[src/rtl/srflp_cmd_gen.sv]
// srflp_cmd_gen: push-button command front-end for the start/stop SR-flop counter.
// Each button is synchronised (two flops), debounced (stable level plus run-length
// counter) and rising-edge detected. A two-state machine turns accepted presses into
// clean one-cycle start/stop commands, never issues a redundant command, and flags
// presses of both buttons accepted in the same cycle (stop wins).
module srflp_cmd_gen #(
    parameter int DB_CYCLES = 4,
    parameter int DB_W      = 4
) (
    input  logic clk,
    input  logic reset,
    input  logic start_btn,
    input  logic stop_btn,
    output logic start,
    output logic stop,
    output logic running,
    output logic conflict
);

    // Channel index 0 is the start button, index 1 is the stop button.
    localparam int CH_START = 0;
    localparam int CH_STOP  = 1;

    // Counter value on which a differing level has persisted for DB_CYCLES samples.
    localparam logic [DB_W-1:0] CNT_LAST = DB_W'(DB_CYCLES - 1);
    localparam logic [DB_W-1:0] CNT_ZERO = {DB_W{1'b0}};
    localparam logic [DB_W-1:0] CNT_ONE  = DB_W'(1);

    typedef enum logic [0:0] {
        ST_IDLE = 1'b0,
        ST_RUN  = 1'b1
    } state_t;

    logic [1:0]           raw_s;
    logic [1:0]           s1_q;
    logic [1:0]           s2_q;
    logic [1:0]           db_q;
    logic [1:0]           db_d;
    logic [1:0]           db_dly_q;
    logic [1:0][DB_W-1:0] cnt_q;
    logic [1:0][DB_W-1:0] cnt_d;
    logic [1:0]           rise_s;

    state_t state_q;
    state_t state_d;
    logic   start_q;
    logic   start_d;
    logic   stop_q;
    logic   stop_d;
    logic   conflict_q;
    logic   conflict_d;

    assign raw_s = {stop_btn, start_btn};

    // Two-flop synchronisers for both raw button levels.
    always_ff @(posedge clk) begin
        if (reset) begin
            s1_q <= 2'b00;
            s2_q <= 2'b00;
        end else begin
            s1_q <= raw_s;
            s2_q <= s1_q;
        end
    end

    // Debounce next state: accept a new level only after DB_CYCLES differing samples.
    always_comb begin
        db_d  = db_q;
        cnt_d = cnt_q;
        for (int c = 0; c < 2; c++) begin
            if (s2_q[c] == db_q[c]) begin
                cnt_d[c] = CNT_ZERO;
            end else if (cnt_q[c] == CNT_LAST) begin
                db_d[c]  = s2_q[c];
                cnt_d[c] = CNT_ZERO;
            end else begin
                cnt_d[c] = cnt_q[c] + CNT_ONE;
            end
        end
    end

    // Debounced level, its run-length counter and the one-cycle delayed copy for edges.
    always_ff @(posedge clk) begin
        if (reset) begin
            db_q     <= 2'b00;
            db_dly_q <= 2'b00;
            cnt_q    <= {2{CNT_ZERO}};
        end else begin
            db_q     <= db_d;
            db_dly_q <= db_q;
            cnt_q    <= cnt_d;
        end
    end

    // Releases are deliberately ignored; only debounced presses count.
    assign rise_s = db_q & ~db_dly_q;

    // Command state and registered command outputs.
    always_ff @(posedge clk) begin
        if (reset) begin
            state_q    <= ST_IDLE;
            start_q    <= 1'b0;
            stop_q     <= 1'b0;
            conflict_q <= 1'b0;
        end else begin
            state_q    <= state_d;
            start_q    <= start_d;
            stop_q     <= stop_d;
            conflict_q <= conflict_d;
        end
    end

    // Next run state: stop has priority whenever both presses arrive together.
    always_comb begin
        state_d = state_q;
        case (state_q)
            ST_IDLE: begin
                if (rise_s[CH_START] && !rise_s[CH_STOP]) begin
                    state_d = ST_RUN;
                end else begin
                    state_d = ST_IDLE;
                end
            end
            ST_RUN: begin
                if (rise_s[CH_STOP]) begin
                    state_d = ST_IDLE;
                end else begin
                    state_d = ST_RUN;
                end
            end
            default: state_d = ST_IDLE;
        endcase
    end

    // Command decode: only state-changing presses produce a pulse.
    always_comb begin
        start_d    = 1'b0;
        stop_d     = 1'b0;
        conflict_d = rise_s[CH_START] & rise_s[CH_STOP];
        case (state_q)
            ST_IDLE: begin
                start_d = rise_s[CH_START] & ~rise_s[CH_STOP];
            end
            ST_RUN: begin
                stop_d = rise_s[CH_STOP];
            end
            default: begin
                start_d = 1'b0;
                stop_d  = 1'b0;
            end
        endcase
    end

    assign start    = start_q;
    assign stop     = stop_q;
    assign running  = (state_q == ST_RUN);
    assign conflict = conflict_q;

endmodule

[config.mk]
export PLATFORM = sky130hd
export DESIGN_NAME = srflp_cmd_gen
export DESIGN_NICKNAME = d
export VERILOG_FILES = /design/src/rtl/srflp_cmd_gen.sv
export SDC_FILE = /design/constraint.sdc
export NUM_CORES = 1
export LEC_CHECK = 0
export ABC_AREA = 1
export BUFFER_PORTS_ARGS = -buffer_cell sky130_fd_sc_hd__clkbuf_2
export CORE_UTILIZATION = 45
export CTS_CLUSTER_SIZE = 24
export DETAILED_ROUTE_END_ITERATION = 8
export PLACE_DENSITY = 0.64
export SYNTH_ARGS = -nofsm -noshare
export SYNTH_HDL_FRONTEND = slang
export SYNTH_SLANG_ARGS = --single-unit
[constraint.sdc]
create_clock -name clk -period 2.3 [get_ports clk]
set_input_delay 0.115 -clock clk [delete_from_list [all_inputs] [get_ports clk]]
set_output_delay 0.115 -clock clk [all_outputs]
set_load 0.01 [all_outputs]
# After elaboration in Yosys (flattened, before gate mapping)
# Index checks and enable logic that the tools add are counted.
[classes]
n_eq_ne = 4
bitwise = 8
n_addsub = 2
n_mux = 3
n_reduce_logical = 8
[ops]
columns = ["op", "count"]
rows = [
  ["$add 4x1->4 const B", 2],
  ["$eq 4x2->1 const B", 2],
  ["$reduce_or 3->1", 2],
  ["$not 1->1", 4],
  ["$reduce_and 2->1", 2],
  ["$reduce_or 2->1", 2],
  ["$and 1x1->1", 2],
  ["$and 2x2->2", 1],
  ["$eq 1x1->1", 2],
  ["$mux 1", 2],
  ["$not 2->2", 1],
  ["$pmux 1 s2", 1],
  ["$logic_and 1x1->1", 1],
  ["$logic_not 1->1", 1],
]
[totals]
out_inout_bits = 4
in_bits = 4
reg_bits = 20

# Depth between registers and ports, before layout
# Gate-level depths: netlist (run 1).
[logic_depth]
ltp_word = 6
depth_mapped = 4
ltp_nobuf = 4

# Worst setup path before layout (run 1)
# No wires, ideal clock.
[synth_timing]
path_type = "reg-to-reg"
from = "register cnt_q[0] (netlist bit)"
to = "register cnt_q[2] (netlist bit)"
n_path_buf = 0
arrival_ns = 0.759
stages_incl_launch_ff = 5
slack_ns = 1.425
setup_time_ns = 0.116
cell_sequence = "dfxtp_1 ha_1 nand2_1 nand3_2 nor2_1"
[synth_between]
elab_chain_len = 2
elab_cells_between_ends = 3
cone_classes = "add/sub: 1; eq/ne: 1; reduce/logical: 1"
[synth_lines]
columns = ["element", "line_no", "rtl"]
rows = [
  ["start: declaration", "40", "logic [1:0][DB_W-1:0] cnt_q;"],
  ["start signal: assignment", "87", "cnt_q <= {2{CNT_ZERO}};"],
  ["start signal: assignment", "91", "cnt_q <= cnt_d;"],
  ["branches (longest 2 deep; another with $add 4x1->4)", "--", ""],
]
# Several ways; the timed one is not identified.
# A chain may end at the register's enable or synchronous reset.

# Final worst setup path (run 1)
[layout_timing]
from = "register cnt_q[4] (netlist bit)"
to = "register cnt_q[4] (netlist bit)"
# Same word-level chain as after synthesis.

==> results of run 1 <==
[through the flow]
stage / util [%] / setup slack, ps / cells / hold WS, ps
final: 56.4 / 1340 / 116 / 172
after global routing: 56.4 / 1240 / 116 / 167
after CTS: 56.4 / 1330 / 116 / 158
after detailed placement: 51.6 / 1350 / 110 / 323
after global placement: 51.6 / 1350 / 110 / 312
after floorplan: - / 1420 / 88 / 222
[kinds of logic after synthesis]
kind of cell	Yosys count	share of synthesized area (%)
flops	20	53.9
fa+ha+maj	2	3.37
xor+xnor	2	2.36
simple gates	46	29.8
compound gates	3	2.02
buf+inv	15	8.59
[synth_stat cells]
| master | count |
|---|---|
| nand2_1 | 13 |
| nor3_1 | 3 |
| inv_1 | 13 |
| nor2_1 | 17 |
| dfxtp_1 | 20 |
| inv_2 | 1 |
| a21oi_1 | 3 |
| xnor2_1 | 2 |
| ha_1 | 2 |
| nor2_4 | 1 |
| nand4_1 | 2 |
| nor2_2 | 4 |
| buf_6 | 1 |
| nand3_2 | 2 |
| nand3b_1 | 2 |
| nand3_1 | 2 |
[layer usage]
metal | part of all wire, % | track usage, %
met5 | 0 | 0
met1 | 49 | 15.4
met2 | 47 | 20.6
met4 | 0.88 | 11.3
met3 | 3.1 | 2.59
[where the power goes]
group	leakage, uW	switching, uW	internal [uW]
logic	0.000161	10.4	8.16
clock network	0.0000279	103	176
registers	0.000162	2.37	351
[registers in the layout (all words and copies together), names as in the netlist]
name      count
db_dly_q      2
stop          1
cnt_q         8
s2_q          2
db_q          2
running       1
s1_q          2
start         1
conflict      1
[worst reg2reg max path: cells and delay by family (launching register included)]
family | cells | cell delay, ps
flip-flops | 1 | 390
adder cells (fa/ha/maj) | 1 | 240
AND/OR/NAND/NOR | 3 | 250
[layout make-up]
type	instances	area [um^2]	area share, %
sequential	20	400	46.6
tap	16	20.0	2.33
clock inverter	1	30.0	3.49
timing repair buffer	9	55.1	6.40
multi-input combinational	53	279	32.5
inverter	14	52.6	6.11
clock buffer	3	22.5	2.62
[final timing paths]
path | start | to | slack [ps] | depth (start not counted)
worst max-delay path | cnt_q[4]$_SDFF_PP0_ | cnt_q[4]$_SDFF_PP0_ | 1340 | 4
worst max register to register | cnt_q[4]$_SDFF_PP0_ | cnt_q[4]$_SDFF_PP0_ | 1340 | 4
worst min register to register | s1_q[0]$_SDFF_PP0_ | s2_q[0]$_SDFF_PP0_ | 420 | 2
worst min-delay path | reset | s1_q[1]$_SDFF_PP0_ | 170 | 2
==> flow_summary.json, run 1 <==
{
  "fin_crit_ps": 962,
  "avgRoutedWirePerCell_um": 8.81,
  "drv_cap": 0,
  "syn_area_per_cell_um2": 8.45,
  "drive_above_1_share_pct": 19.0,
  "critPathKind": "register to register",
  "postLayoutCellArea_um2": 860,
  "first_pass_iters": 4,
  "start_util_pct": 48.8,
  "synth_warnings": 0,
  "synth_top_cell_by_area": "dfxtp_1",
  "wl_mm": 1.02,
  "via_per_inst": 4.67,
  "status": "completed",
  "num_rows": 14,
  "hold_class": "input pin to register",
  "dp_hpwl_um": 746,
  "seq_area_frac_synth_pct": 53.9,
  "die_area_mm2": 0.00182,
  "crit_path_start_kind": "register",
  "syn_inst": 88,
  "cpPeakStageDelay_ps": 390,
  "grt_use_total_pct": 13.3,
  "root_buffer": "clkbuf_4",
  "clk_latency_ps": 290,
  "grt_pass1_wl_mm": 1.79,
  "nFillCells": 144,
  "place_area_um2": 787,
  "layout_common_cells": "dfxtp_1, nor2_1, nand2_1, inv_1, clkbuf_2",
  "cts_buffers": 3,
  "synth_nets": 94,
  "cts_setup_buffers": 0,
  "crit_buf_inv": 0,
  "leakage_uw": 0.000351,
  "fin_setup_tns_ps": 0,
  "setup_viol": 0,
  "grt_overflow_total": 0,
  "drtIter0Drc": 2,
  "gp_congestion": 0.740,
  "tightest_slew_ps": 267,
  "cts_resized": 0,
  "grt_setup_unrepaired": "no",
  "required_ps": 2490,
  "clk_pin_slew_ps": 110,
  "synth-seq-cells": 20,
  "critPathCaptureType": "register",
  "grt_pass1_vias": 477,
  "timing.critical_path.cells": "ha_1 > nand2_1 > nand3_2 > nor2_1",
  "io_pins": 8,
  "io_buffers": 7,
  "area_growth_pct": 15.7,
  "post-route-drc-count": 0,
  "slowest_stage": "dfxtp_1",
  "min_period_over_period_pct": 41.8,
  "ir_drop_mv": 0.382,
  "layout_commonest_cell": "dfxtp_1",
  "slew-limit-headroom_pct": 82.2,
  "cts_tree": "yes",
  "drtAntennaViolNets": 0,
  "die_w_um": 42.6,
  "hold_violations": 0,
  "fin_nets": 107,
  "htreeDepth": 1,
  "path_delay_family": "flip-flops",
  "yosys-top-cells-area": "dfxtp_1, nor2_1, inv_1",
  "vias": 542,
  "slew_violations": 0,
  "clock-sinks": 20,
  "timing.fmax_ghz": 1.04,
  "ctsLongestPathBuffers": 2,
  "synth_top_area_share_pct": 53.9,
  "critical_path_arrival_ps": 1160,
  "skew_ps": 4.82,
  "total_power_uw": 651,
  "synthDistinctLibCells": 16,
  "power_density_mw_per_mm2": 757,
  "n_antenna_cell": 0,
  "synth_area_um2": 743,
  "dieHeight_um": 42.6,
  "antenna_found_initial": 0,
  "critical_path.max_fanout": 4,
  "cts_hold_buf": 2,
  "grt_max_degree": 13,
  "coreArea_mm2": 0.00152
}
Power figures use the tool's default switching activity.
==> inputs of run 2 (changes only) <==
clock period = 0.9 ns   (was 2.3 ns; I/O delays follow)
==> run 2 against run 1 <==
Effect of this change: flip-flop and latch count is the same; first-iteration DRC count grew 50%; worst hold slack lost 70 ps; clock power grew 83%; non-clock buffer count grew 4; wire length grew 12%; clock-buffer cell count grew 1.
==> flow_summary.json, run 2 (same netlist as run 1, synthesis figures left out) <==
{
  "clk_pin_slew_ps": 100,
  "dp_hpwl_um": 773,
  "first_pass_iters": 3,
  "intPower_uw": 1170,
  "switchingPower_uw": 300,
  "hold_violations": 0,
  "start_util_pct": 48.8,
  "n_antenna_cell": 0,
  "gp_congestion": 0.698,
  "wl_mm": 1.15,
  "drtAntennaViolNets": 0,
  "num_rows": 14,
  "timing.critical_path.cells": "ha_4 > nand2_2 > nand3_2 > nor2_1",
  "leakage_uw": 0.000369,
  "slowest_stage": "dfxtp_2",
  "grt_pass1_vias": 466,
  "ir_drop_mv": 1.35,
  "setup_viol": 0,
  "timing.fmax_ghz": 1.19,
  "io_pins": 8,
  "critPathKind": "register to register",
  "slew_violations": 0,
  "via_per_inst": 4.58,
  "slew-limit-headroom_pct": 81.8,
  "hold_class": "input pin to register",
  "swShare_pct": 20.4,
  "fin_crit_ps": 840,
  "fin_nets": 111,
  "htreeDepth": 1,
  "avgRoutedWirePerCell_um": 9.54,
  "antenna_found_initial": 0,
  "final_cells": 120,
  "tightest_slew_ps": 273,
  "grt_overflow_total": 0,
  "p_seq_share_pct": 61.4,
  "clk_latency_ps": 300,
  "grt_max_degree": 12,
  "critPathCaptureType": "register",
  "top_register": "cnt_q",
  "drive_above_1_share_pct": 35.6,
  "drtIter0Drc": 3,
  "cts_buffers": 3,
  "die_w_um": 42.6,
  "r2r_slack_ps": 60,
  "io_buffers": 7,
  "status": "completed",
  "area_growth_pct": 25.4,
  "skew_ps": 1.43,
  "coreArea_mm2": 0.00152,
  "layout_commonest_cell": "nor2_1",
  "vias": 550,
  "drv_cap": 0,
  "grt_pass1_wl_mm": 1.88,
  "dp.cells": 114,
  "ctsLongestPathBuffers": 2,
  "largest_reg_flops": 8,
  "power_density_mw_per_mm2": 1570,
  "crit_path_start_kind": "register",
  "root_buffer": "clkbuf_4",
  "p_clk_share_pct": 34.8,
  "dieHeight_um": 42.6,
  "fin_setup_tns_ps": 0,
  "critical_path_arrival_ps": 1080,
  "finish.utilization_pct": 61.2,
  "die_area_mm2": 0.00182,
  "grt_use_total_pct": 14.4,
  "clock-sinks": 20,
  "critical_path.max_fanout": 4,
  "min_period_over_period_pct": 93.4,
  "layout_common_cells": "nor2_1, inv_1, nand2_1, dfxtp_1, dfxtp_2",
  "cpPeakStageDelay_ps": 350,
  "required_ps": 1140,
  "power_frac_comb_pct": 3.8,
  "cts_tree": "yes",
  "post-route-drc-count": 0
}
==> run 2: final timing paths <==
path / from / to / depth (start not counted)
setup / recovery: cnt_q[4]$_SDFF_PP0_ / cnt_q[6]$_SDFF_PP0_ / 4
hold / removal: reset / db_dly_q[0]$_SDFF_PP0_ / 2
setup reg to reg: cnt_q[4]$_SDFF_PP0_ / cnt_q[6]$_SDFF_PP0_ / 4
hold reg to reg: s1_q[0]$_SDFF_PP0_ / s2_q[0]$_SDFF_PP0_ / 2
==> run 2: per-layer routing <==
metal | vias to the layer above | routed length [um] | GRT usage, %
met1 | 236 | 554 | 16.4
met3 | 4 | 50 | 7.76
li1 | 300 | - | -
met5 | - | 0 | 0
met2 | 10 | 516 | 21.5
met4 | 0 | 23 | 7.50
==> run 2: what timing repair did <==
item	CTS	global route
pin swaps	0	7
endpoints found under the hold margin	2	0
hold buffers	2	0
cloned	0	0
buffers inserted	0	0
resized for setup	2	17
setup endpoints to repair	8	10
==> run 2: critical path: cells and delay by family (launching register included) <==
kind | cells | cell delay [ps]
AND/OR/NAND/NOR | 3 | 250
flip-flops | 1 | 350
adder cells (fa/ha/maj) | 1 | 170
==> run 2: area by class of cell <==
type	count	area (um^2)
Fill cell	121	592
Sequential cell	20	414
Multi-Input combinational cell	53	324
Timing Repair Buffer	13	85.1
Inverter	14	52.6
Clock buffer	4	36.3
Tap cell	16	20.0
==> run 2: power by group through the flow <==
stage          Combinational (uW)  Clock (uW)  Sequential (uW)
6_report                     55.6         511              899
5_1_grt                      62.5         574              902
4_1_cts                      52.7         544              901
3_5_place_dp                 46.0           0              921
3_3_place_gp                 45.1           0              921
2_1_floorplan                33.3           0              921
==> run 2: metrics by stage <==
stage	worst slack, ps	hold WS (ps)	instance area [um^2]	total power [uW]
finish	59.6	102	932	1470
global route	-1.45	86.3	932	1540
CTS	-2.27	83.0	878	1500
detailed placement	-14.7	243	817	967
global placement	-5.66	242	817	966
floorplan	24.7	152	743	954
==> inputs of run 3 (changes only) <==
SETUP_SLACK_MARGIN = 0.3   (was not set)
==> run 3 against run 2 <==
Effect of this change: die area unchanged; combinational power up 3%; via count rose by 5.1%; global-route usage increased by 0.47 points; power is 0.88% higher; wire length increased by 8.4%; critical endpoint unchanged.
==> flow_summary.json, run 3 (same netlist as run 1, synthesis figures left out) <==
{
  "top_register": "cnt_q",
  "r2r_end": "cnt_q[6]$_SDFF_PP0_",
  "critical_path.max_fanout": 4,
  "drtAntennaViolNets": 0,
  "avgRoutedWirePerCell_um": 10.3,
  "gp_congestion": 0.719,
  "layout_commonest_cell": "nor2_1",
  "critPathKind": "register to register",
  "vias": 578,
  "first_pass_iters": 4,
  "crit_path_start_kind": "register",
  "htreeDepth": 1,
  "root_buffer": "clkbuf_4",
  "slew-limit-headroom_pct": 82.4,
  "grt_pass1_vias": 518,
  "switchingPower_uw": 317,
  "grt_overflow_total": 0,
  "layout_common_cells": "nor2_1, inv_1, dfxtp_2, nand2_1, dfxtp_1",
  "io_buffers": 7,
  "worst_slack_ps": 39.5,
  "grt_pass1_wl_mm": 2.04,
  "cts_tree": "yes",
  "via_per_inst": 4.78,
  "timing.fmax_ghz": 1.16,
  "post-route-drc-count": 0,
  "io_pins": 8,
  "finish.utilization_pct": 66.7,
  "drtIter0Drc": 8,
  "r2r_cells": 3,
  "slowest_stage": "dfxtp_4",
  "dp_slack_ps": 61.2,
  "postLayoutCellArea_mm2": 0.00102,
  "tightest_slew_ps": 263,
  "start_util_pct": 48.8,
  "cpPeakStageDelay_ps": 370,
  "grt_max_degree": 12,
  "clock-sinks": 20,
  "clk_pin_slew_ps": 120,
  "hold_class": "input pin to register",
  "skew_ps": 6.00,
  "critPathLaunch": "cnt_q[4]$_SDFF_PP0_",
  "fin_setup_tns_ps": 0,
  "num_rows": 14,
  "ctsLongestPathBuffers": 2,
  "drive_above_1_share_pct": 47.6,
  "die_w_um": 42.6,
  "critPathCaptureType": "register",
  "leakage_uw": 0.000392,
  "slew_violations": 0,
  "drv_cap": 0,
  "die_area_mm2": 0.00182,
  "required_ps": 1110,
  "coreArea_mm2": 0.00152,
  "status": "completed",
  "r2r_slack_ps": 40,
  "grt_setup_unrepaired": "yes",
  "min_period_over_period_pct": 95.6,
  "swShare_pct": 21.5,
  "power_frac_comb_pct": 3.9,
  "critical_path_arrival_ps": 1070,
  "dieHeight_um": 42.6,
  "timing.critical_path.cells": "ha_4 > xnor2_1 > nor2_2",
  "hold_violations": 0,
  "area_growth_pct": 36.9,
  "largest_reg_flops": 8,
  "power_density_mw_per_mm2": 1450,
  "wl_mm": 1.24,
  "clk_latency_ps": 300,
  "setup_viol": 0,
  "grt_use_total_pct": 14.9,
  "p_clk_share_pct": 35.7,
  "place_area_um2": 818,
  "p_seq_share_pct": 60.5,
  "ir_drop_mv": 1.07,
  "reg2reg_from": "cnt_q[4]$_SDFF_PP0_",
  "crit_end": "cnt_q[6]$_SDFF_PP0_",
  "n_antenna_cell": 0,
  "fin_crit_ps": 860,
  "cts_buffers": 3,
  "antenna_found_initial": 0,
  "intPower_uw": 1160,
  "dp_hpwl_um": 758,
  "fin_nets": 112
}
## run 3: cell types whose count changed in the layout (fill, tap and decap cells not counted), moves of 3 or more
cell	previous run	this run
buf_6	0	4
nand2_4	0	3
nand2_1	11	8
dfxtp_1	11	7
clkbuf_2	7	3
## run 3: cell type report
type | instances | area (um^2)
repair buffers | 14 | 118
fillers | 116 | 507
inverters | 14 | 55.1
multi-input cells | 53 | 364
clock buffers | 4 | 36.3
flip-flops and latches | 20 | 424
well taps | 16 | 20.0
## run 3: per-stage QoR
stage	hold slack [ps]	instances	power [uW]
floorplan	152	88	957
global placement	238	110	964
detailed placement	245	110	965
CTS	79.8	121	1490
global route	109	121	1520
finish	87.2	121	1480
## run 3: critical path, delay by kind of cell (launching register included)
kind / cells / cell delay (ps)
xor gates and xnor gates: 1 / 170
DFF: 1 / 370
and+or+nand+nor: 1 / 50
adders and majority gates: 1 / 170
## run 3: what timing repair did
| action | 4_1_cts | 5_1_grt |
|---|---|---|
| endpoints found under the hold margin | 2 | 0 |
| pin swaps | 2 | 6 |
| setup buffers | 5 | 0 |
| setup endpoints to repair | 19 | 19 |
| hold buffers | 2 | 0 |
| gates resized for setup | 15 | 22 |
## run 3: per-layer routing
layer | track usage [%] | wire, um | up-vias
met4 | 9.38 | 10 | 0
met3 | 2.59 | 49 | 2
met1 | 18.4 | 599 | 261
met5 | 0 | 0 | -
li1 | - | - | 306
met2 | 23.6 | 581 | 9
## run 3: how the worst min path moves through the flow
stage	slack, ps	to	from	cells past startpoint
detailed placement	250	s1_q[0]$_SDFF_PP0_	start_btn	3
global placement	240	s1_q[0]$_SDFF_PP0_	start_btn	3
finish	90	db_dly_q[1]$_SDFF_PP0_	reset	2
global route	110	db_dly_q[1]$_SDFF_PP0_	reset	2
CTS	80	s2_q[1]$_SDFF_PP0_	reset	2
floorplan	150	s1_q[0]$_SDFF_PP0_	start_btn	2
## run 3: power groups by stage
| stage | Sequential [uW] | Clock (uW) | Combinational [uW] |
|---|---|---|---|
| finish | 894 | 527 | 57.2 |
| global route | 896 | 560 | 64.0 |
| floorplan | 923 | 0 | 34.2 |
| global placement | 924 | 0 | 40.5 |
| detailed placement | 924 | 0 | 41.2 |
| CTS | 897 | 540 | 55.4 |
